<file path="src/rtl/led_matrix_face_player_if.sv">
// Pin bundle between the end-of-game face player and the board top level:
// the two result triggers in, the matrix/buzzer drive and handshake out.
interface led_matrix_face_player_if #(
    parameter int ROWS = 8,
    parameter int COLS = 8
);
    logic            success;
    logic            fail;
    logic [ROWS-1:0] hang;
    logic [COLS-1:0] gre;
    logic            beep;
    logic            repeat_rst;
    logic            busy;

    modport master (
        output success, fail,
        input  hang, gre, beep, repeat_rst, busy
    );

    modport slave (
        input  success, fail,
        output hang, gre, beep, repeat_rst, busy
    );
endinterface

</file>
<file path="src/rtl/led_matrix_face_player.sv">
// End-of-game player: scans a win/lose face onto a row-scanned LED matrix,
// beeps a mode-specific tone, then requests a game restart via repeat_rst.
module led_matrix_face_player #(
    parameter int                   ROWS           = 8,
    parameter int                   COLS           = 8,
    parameter logic [ROWS*COLS-1:0] WIN_PATTERN    = 64'h0066666600422418,
    parameter logic [ROWS*COLS-1:0] LOSE_PATTERN   = 64'h0066666600182442,
    parameter int                   SCAN_DIV       = 1,
    parameter int                   WIN_BEEP_DIV   = 10,
    parameter int                   LOSE_BEEP_DIV  = 23,
    parameter int                   HOLD_CYCLES    = 2500,
    parameter int                   ROW_ACTIVE_LOW = 1
) (
    input  logic                     clk,
    input  logic                     rst,
    led_matrix_face_player_if.slave  io
);

    typedef enum logic [1:0] {
        IDLE,
        SHOW_WIN,
        SHOW_LOSE,
        DONE
    } state_t;

    localparam int ROW_W    = (ROWS > 1) ? $clog2(ROWS) : 1;
    localparam int SCAN_W   = (SCAN_DIV > 1) ? $clog2(SCAN_DIV) : 1;
    localparam int BEEP_MAX = (WIN_BEEP_DIV > LOSE_BEEP_DIV) ? WIN_BEEP_DIV : LOSE_BEEP_DIV;
    localparam int BEEP_W   = (BEEP_MAX > 0) ? $clog2(BEEP_MAX + 1) : 1;
    localparam int HOLD_W   = (HOLD_CYCLES > 1) ? $clog2(HOLD_CYCLES) : 1;

    localparam logic [ROW_W-1:0]  ROW_LAST  = ROW_W'(ROWS - 1);
    localparam logic [SCAN_W-1:0] SCAN_LAST = SCAN_W'(SCAN_DIV - 1);
    localparam logic [HOLD_W-1:0] HOLD_LAST = HOLD_W'(HOLD_CYCLES - 1);
    localparam logic [BEEP_W-1:0] WIN_DIV   = BEEP_W'(WIN_BEEP_DIV);
    localparam logic [BEEP_W-1:0] LOSE_DIV  = BEEP_W'(LOSE_BEEP_DIV);
    localparam logic [ROWS-1:0]   ROW_ONE   = ROWS'(1);
    localparam logic [ROWS-1:0]   HANG_OFF  = (ROW_ACTIVE_LOW != 0) ? {ROWS{1'b1}} : '0;

    state_t             state_q, state_d;
    logic [ROW_W-1:0]   row_q, row_d;
    logic [SCAN_W-1:0]  scan_q, scan_d;
    logic [BEEP_W-1:0]  beep_cnt_q, beep_cnt_d;
    logic [HOLD_W-1:0]  hold_q, hold_d;
    logic [ROWS-1:0]    hang_q, hang_d;
    logic [COLS-1:0]    gre_q, gre_d;
    logic               beep_q, beep_d;
    logic               repeat_q, repeat_d;
    logic               lose;
    logic [BEEP_W-1:0]  div;

    // Row r lights physical line ROWS-1-r, so row 0 sits on the MSB of hang.
    function automatic logic [ROWS-1:0] row_drive(input logic [ROW_W-1:0] r);
        logic [ROWS-1:0] one_hot;
        one_hot = ROW_ONE << (ROWS - 1 - int'(r));
        return (ROW_ACTIVE_LOW != 0) ? ~one_hot : one_hot;
    endfunction

    function automatic logic [COLS-1:0] row_pixels(input logic lose_mode,
                                                   input logic [ROW_W-1:0] r);
        logic [ROWS*COLS-1:0] shifted;
        shifted = (lose_mode ? LOSE_PATTERN : WIN_PATTERN) >> ((ROWS - 1 - int'(r)) * COLS);
        return shifted[COLS-1:0];
    endfunction

    always_comb begin
        // NOTE: every signal written here gets a default first, so no path can infer a latch.
        state_d    = state_q;
        row_d      = row_q;
        scan_d     = scan_q;
        beep_cnt_d = beep_cnt_q;
        hold_d     = hold_q;
        hang_d     = HANG_OFF;
        gre_d      = '0;
        beep_d     = 1'b0;
        repeat_d   = 1'b0;
        lose       = (state_q == SHOW_LOSE);
        div        = lose ? LOSE_DIV : WIN_DIV;

        case (state_q)
            IDLE: begin
                row_d      = '0;
                scan_d     = '0;
                beep_cnt_d = '0;
                hold_d     = '0;
                if (io.success || io.fail) begin
                    state_d = io.success ? SHOW_WIN : SHOW_LOSE;
                    hang_d  = row_drive('0);
                    gre_d   = row_pixels(!io.success, '0);
                end
            end

            SHOW_WIN, SHOW_LOSE: begin
                if (hold_q == HOLD_LAST) begin
                    state_d    = DONE;
                    repeat_d   = 1'b1;
                    row_d      = '0;
                    scan_d     = '0;
                    beep_cnt_d = '0;
                    hold_d     = '0;
                end else begin
                    hold_d = hold_q + HOLD_W'(1);

                    if (scan_q == SCAN_LAST) begin
                        scan_d = '0;
                        row_d  = (row_q == ROW_LAST) ? '0 : row_q + ROW_W'(1);
                    end else begin
                        scan_d = scan_q + SCAN_W'(1);
                    end

                    if (beep_cnt_q == div) begin
                        beep_cnt_d = '0;
                        beep_d     = ~beep_q;
                    end else begin
                        beep_cnt_d = beep_cnt_q + BEEP_W'(1);
                        beep_d     = beep_q;
                    end

                    hang_d = row_drive(row_d);
                    gre_d  = row_pixels(lose, row_d);
                end
            end

            DONE: begin
                // Hold the restart request until the top level has released both triggers.
                repeat_d = 1'b1;
                if (!io.success && !io.fail) begin
                    state_d  = IDLE;
                    repeat_d = 1'b0;
                end
            end

            default: state_d = IDLE;
        endcase
    end

    always_ff @(posedge clk) begin
        // NOTE: sequential state uses non-blocking assignments so every register samples pre-edge values.
        if (rst) begin
            state_q    <= IDLE;
            row_q      <= '0;
            scan_q     <= '0;
            beep_cnt_q <= '0;
            hold_q     <= '0;
            hang_q     <= HANG_OFF;
            gre_q      <= '0;
            beep_q     <= 1'b0;
            repeat_q   <= 1'b0;
        end else begin
            state_q    <= state_d;
            row_q      <= row_d;
            scan_q     <= scan_d;
            beep_cnt_q <= beep_cnt_d;
            hold_q     <= hold_d;
            hang_q     <= hang_d;
            gre_q      <= gre_d;
            beep_q     <= beep_d;
            repeat_q   <= repeat_d;
        end
    end

    assign io.hang       = hang_q;
    assign io.gre        = gre_q;
    assign io.beep       = beep_q;
    assign io.repeat_rst = repeat_q;
    assign io.busy       = (state_q != IDLE);

    // Exactly one row lit while a face is showing; restart request only from DONE.
    assert property (@(posedge clk) disable iff (rst)
        (state_q == SHOW_WIN || state_q == SHOW_LOSE)
            |-> $onehot((ROW_ACTIVE_LOW != 0) ? ~hang_q : hang_q));

    assert property (@(posedge clk) disable iff (rst)
        repeat_q |-> (state_q == DONE));

endmodule

</file>
<file path="src/flat_wrapper.sv">
// flat-port wrapper written by rule: the top's interface ports become plain ports
module led_matrix_face_player_flat 
#(
    parameter int                   ROWS           = 8,
    parameter int                   COLS           = 8,
    parameter logic [ROWS*COLS-1:0] WIN_PATTERN    = 64'h0066666600422418,
    parameter logic [ROWS*COLS-1:0] LOSE_PATTERN   = 64'h0066666600182442,
    parameter int                   SCAN_DIV       = 1,
    parameter int                   WIN_BEEP_DIV   = 10,
    parameter int                   LOSE_BEEP_DIV  = 23,
    parameter int                   HOLD_CYCLES    = 2500,
    parameter int                   ROW_ACTIVE_LOW = 1
)
  (clk, rst, io_success, io_fail, io_hang, io_gre, io_beep, io_repeat_rst, io_busy);
  led_matrix_face_player_if #(.ROWS(ROWS), .COLS(COLS)) io_i ();
  input  logic clk;
  input  logic rst;
  input wire logic [$bits(io_i.success)-1:0] io_success;
  input wire logic [$bits(io_i.fail)-1:0] io_fail;
  output wire logic [$bits(io_i.hang)-1:0] io_hang;
  output wire logic [$bits(io_i.gre)-1:0] io_gre;
  output wire logic [$bits(io_i.beep)-1:0] io_beep;
  output wire logic [$bits(io_i.repeat_rst)-1:0] io_repeat_rst;
  output wire logic [$bits(io_i.busy)-1:0] io_busy;
  assign io_i.success = io_success;
  assign io_i.fail = io_fail;
  assign io_hang = io_i.hang;
  assign io_gre = io_i.gre;
  assign io_beep = io_i.beep;
  assign io_repeat_rst = io_i.repeat_rst;
  assign io_busy = io_i.busy;
  led_matrix_face_player #(.ROWS(ROWS), .COLS(COLS), .WIN_PATTERN(WIN_PATTERN), .LOSE_PATTERN(LOSE_PATTERN), .SCAN_DIV(SCAN_DIV), .WIN_BEEP_DIV(WIN_BEEP_DIV), .LOSE_BEEP_DIV(LOSE_BEEP_DIV), .HOLD_CYCLES(HOLD_CYCLES), .ROW_ACTIVE_LOW(ROW_ACTIVE_LOW)) u_core (.clk(clk), .rst(rst), .io(io_i));
endmodule
</file>
<file path="config.mk">
export PLATFORM = sky130hd
export DESIGN_NAME = led_matrix_face_player_flat
export DESIGN_NICKNAME = d
export VERILOG_FILES = /design/src/rtl/led_matrix_face_player_if.sv /design/src/rtl/led_matrix_face_player.sv /design/src/flat_wrapper.sv
export SDC_FILE = /design/constraint.sdc
export NUM_CORES = 1
export LEC_CHECK = 0
export CAP_MARGIN = 20
export CORE_MARGIN = 2
export CORE_UTILIZATION = 48
export DETAILED_ROUTE_END_ITERATION = 16
export GPL_ROUTABILITY_DRIVEN = 0
export PLACE_DENSITY = 0.7
export SYNTH_ARGS = -nofsm -noshare
export SYNTH_HDL_FRONTEND = slang
export SYNTH_SLANG_ARGS = --single-unit
</file>
<file path="constraint.sdc">
create_clock -name clk -period 2.1 [get_ports clk]
set_input_delay 0.21 -clock clk [delete_from_list [all_inputs] [get_ports clk]]
set_output_delay 0.21 -clock clk [all_outputs]
set_load 0.03 [all_outputs]
</file>
==> results of run 1 <==
[layer usage]
layer / vias to the layer above / part of all wire, % / wire length, um
li1: 727 / - / -
met1: 682 / 47 / 1630
met4: 0 / 0.96 / 33
met5: - / 0 / 0
met2: 30 / 47 / 1630
met3: 4 / 4.1 / 141
[state kept, by name, summed over array words and instances (netlist names)]
| register | count |
|---|---|
| u_core.io.gre | 3 |
| u_core.io.hang | 8 |
| u_core.hold_q | 12 |
| u_core.row_q | 3 |
| u_core.io.repeat_rst | 1 |
| u_core.io.beep | 1 |
| u_core.beep_cnt_q | 5 |
| u_core.state_q | 2 |
[layout make-up]
class	count	area (um2)
inverter	5	18.8
timing repair buffer	26	248
multi-input combinational	139	873
sequential	35	702
fill	329	1400
tap	46	57.6
clock buffer	8	68.8
[placed cells by master (no fill, tap or decap), types with 2 or more instances in the layout]
cell / instances
sky130_fd_sc_hd__nand4b_1: 2
sky130_fd_sc_hd__nand3b_1: 2
sky130_fd_sc_hd__o31ai_1: 8
sky130_fd_sc_hd__dfxtp_1: 34
sky130_fd_sc_hd__clkdlybuf4s50_1: 19
sky130_fd_sc_hd__or3_1: 2
sky130_fd_sc_hd__nor3_1: 5
sky130_fd_sc_hd__a211oi_1: 2
sky130_fd_sc_hd__ha_1: 7
sky130_fd_sc_hd__nor2b_1: 2
sky130_fd_sc_hd__a21oi_1: 7
sky130_fd_sc_hd__nand2_1: 26
sky130_fd_sc_hd__xor2_1: 11
sky130_fd_sc_hd__o21ai_0: 6
sky130_fd_sc_hd__nor2_1: 13
sky130_fd_sc_hd__or2_2: 2
sky130_fd_sc_hd__o22ai_1: 2
sky130_fd_sc_hd__or4_1: 4
sky130_fd_sc_hd__nor4_1: 3
sky130_fd_sc_hd__inv_1: 5
sky130_fd_sc_hd__conb_1: 2
sky130_fd_sc_hd__buf_4: 6
sky130_fd_sc_hd__nand4_1: 5
sky130_fd_sc_hd__clkbuf_4: 5
sky130_fd_sc_hd__clkbuf_8: 2
sky130_fd_sc_hd__nor3b_1: 3
sky130_fd_sc_hd__nand3_1: 9
[critical path, stage by stage (launching register included)]
cell and delay, ns:
sky130_fd_sc_hd__dfxtp_1 0.37, sky130_fd_sc_hd__ha_1 0.19, sky130_fd_sc_hd__or4b_4 0.49, sky130_fd_sc_hd__o31a_1 0.30
sky130_fd_sc_hd__or4_1 0.52, sky130_fd_sc_hd__o31ai_1 0.08
[final timing paths]
path / from / slack [ns] / endpoint
setup reg to reg: u_core.hold_q[1]$_SDFFE_PP0N_ / 0.09 / u_core.state_q[1]$_SDFFE_PP0P_
hold / removal: u_core.row_q[1]$_SDFFE_PP0N_ / 0.47 / u_core.row_q[1]$_SDFFE_PP0N_
setup / recovery: u_core.hold_q[1]$_SDFFE_PP0N_ / 0.09 / u_core.state_q[1]$_SDFFE_PP0P_
hold reg to reg: u_core.row_q[1]$_SDFFE_PP0N_ / 0.47 / u_core.row_q[1]$_SDFFE_PP0N_
[power by group]
group          switching, mW  total [mW]  internal, mW
registers             0.0766       0.875         0.798
clock network          0.207       0.404         0.197
logic                  0.718        1.20         0.486
total                   1.00        2.48          1.48
[metrics by stage]
step                      cell area, um2  utilization [%]  total power [mW]
after floorplan                     1690                -              1.72
after global placement              1900             56.4              2.06
after detailed placement            1900             56.4              2.09
after CTS                           1960             58.4              2.49
after global routing                1970             58.5              2.66
final                               1970             58.5              2.48
[cells by family (layout without fill, tap and decap cells)]
logic type,count (synthesis),count (layout)
simple gates,84,84
flops,35,35
compound gates,34,34
buf+inv,20,39
xor+xnor,12,12
fa+ha+maj,7,7
other cells,1,2
==> key figures, run 1 <==
Outcome
  – Outcome: completed

Synth
  – Dominant cells by area after synthesis: sky130_fd_sc_hd__dfxtp_1 (42%), sky130_fd_sc_hd__nand2_1 (5.8%), sky130_fd_sc_hd__xor2_1 (5.7%)
  – Synthesized-area fraction occupied by ao, oa, aoi and oai cells: 13.3%
  – Number of register bits inferred by synthesis: 35
  – Fraction of registers with async set/reset: 0%
  – Post-synth EDFFs: 0
  – Portion of the post-synthesis area used by sequential elements: 41.5%
  – Adder-cell share of the synthesized area: 5.19%
  – Post-Syn Instances: 193
  – Synth cell count leaders: sky130_fd_sc_hd__dfxtp_1 (35), sky130_fd_sc_hd__nand2_1 (26), sky130_fd_sc_hd__nor2_1 (13), sky130_fd_sc_hd__xor2_1 (11), sky130_fd_sc_hd__nand3_1 (9)
  – Multiplexer area fraction after synthesis: 0%
  – Mean post-synth cell area: 8.74 um2
  – Yosys Warn Count: 0
  – Post-synthesis xor/xnor area fraction: 6.23%
  – Top-count cell post-synth: sky130_fd_sc_hd__dfxtp_1
  – Post-synth design cell area: 1690 um2
  – Dominant combinational cell family by area after synthesis: simple AND/OR/NAND/NOR gates
  – Cell taking the most area after synthesis: sky130_fd_sc_hd__dfxtp_1
  – Top-area cell type share of the netlist area: 41.5%
  – Dominant register cell in the synthesized netlist: sky130_fd_sc_hd__dfxtp_1
  – Number of library cell types mapped by synthesis: 43
  – Area share of and/or/nand/nor cells after synthesis: 26.6%

Placement
  – Number of buffers added on ports: 20
  – Detailed-placement wirelength estimate: 2550 um
  – Post-place setup slack: 0.0388 ns
  – Cell count after placement: 251

Clock tree
  – CTS Hold Bufs: 0
  – # clock sinks: 35
  – TritonCTS clock tree: built
  – Number of cells upsized or downsized after cts: 0
  – CTS max path bufs: 2
  – Clock root buffer: sky130_fd_sc_hd__clkbuf_4
  – Clock buffer count from CTS: 5
  – Clock latency at the later pin of the worst-skew pair: 0.33 ns
  – Clock slew seen by the registers of the worst setup and hold paths: 0.10 ns
  – Buffers inserted by post-CTS timing repair: 0
  – Deepest level of the CTS H-tree: 2

Timing
  – Fmax achieved: 498 MHz
  – Total Negative Setup Slacks: 0 ns
  – Unrepaired setup endpoints after global routing: false
  – Final Hold Vio Count: 0
  – Actual slew at the worst max-slew pin: 0.777 ns
  – Worst hold slack: 0.475 ns
  – Number of slew-limit violations in the final report: 0
  – Post-route fraction of the period consumed by the critical path: 95.7%
  – Final WS setup: 0.0908 ns
  – Time the final worst path needs with I/O delays and setup: 2.01 ns
  – Headroom to the max-slew limit: 48.2%
  – Setup violators final: 0
  – Fin Clk Skew: 0.00487 ns

Floorplan
  – Standard-cell row count: 21
  – Die area: 4000 um2
  – Core box area: 3360 um2
  – Die Ht: 63.3 um
  – Die W: 63.3 um
  – Num ports: 23
  – Starting density of the core: 50.1%

Routing
  – WL/cell: 13.2 um
  – Vias per cell: 5.57
  – 1st-iter DRT viols: 65
  – Number of remaining DRC errors: 0
  – Final Routed Wirelength: 3430 um
  – Count of vias placed by the detailed router: 1443
  – DR pass1 iterations: 4
  – Number of nets with antenna violations after detailed routing: 0

Global route
  – Number of global-route vias before repair: 1334
  – Routing usage on met3: 5.89%
  – Routing usage on met1: 21.7%
  – Busiest grt layer: met2
  – Total track usage: 18.1%
  – Antenna violations before repair: 0
  – Global-route wire length before repair: 5740 um
  – Pin count of the biggest net entering global routing: 24
  – Fraction of met2 tracks used by global routing: 30.3%
  – Total congestion overflow: 0

Power
  – Peak supply drop: 0.000560 V
  – Power per unit of standard cell area: 1260 nW/um2
  – Leak: 0.728 nW

Worst setup path
  – Type of origin of the critical path: flop
  – Type of the worst setup path: flop to flop
  – Arrival time at the worst endpoint: 2.26 ns
  – Cell depth of the worst flop-to-flop path: 5
  – Critical path required time: 2.35 ns
  – Critical Path Sink Type: flop
  – CP max FO: 4

Finish
  – ANT cells: 0
  – Area Growth Syn to Fin: 16.7%
  – Non-filler cells in the finished layout: 259
  – Fraction of layout cells with a size suffix above 1: 8.92%
  – Final Net Count: 223

Flow run
  – Max-cap violations: 0

Min path
  – Path class of the lowest-slack min-delay path: flop to flop
  – Hold Crit Depth: 2
Note: power is estimated with default switching activity, not from simulation.
==> run 2: changes to the inputs <==
CTS_CLUSTER_SIZE = 16   (was default)
==> results of run 2 <==
The final DEF is identical to that of run 1; final timing and power are the same.
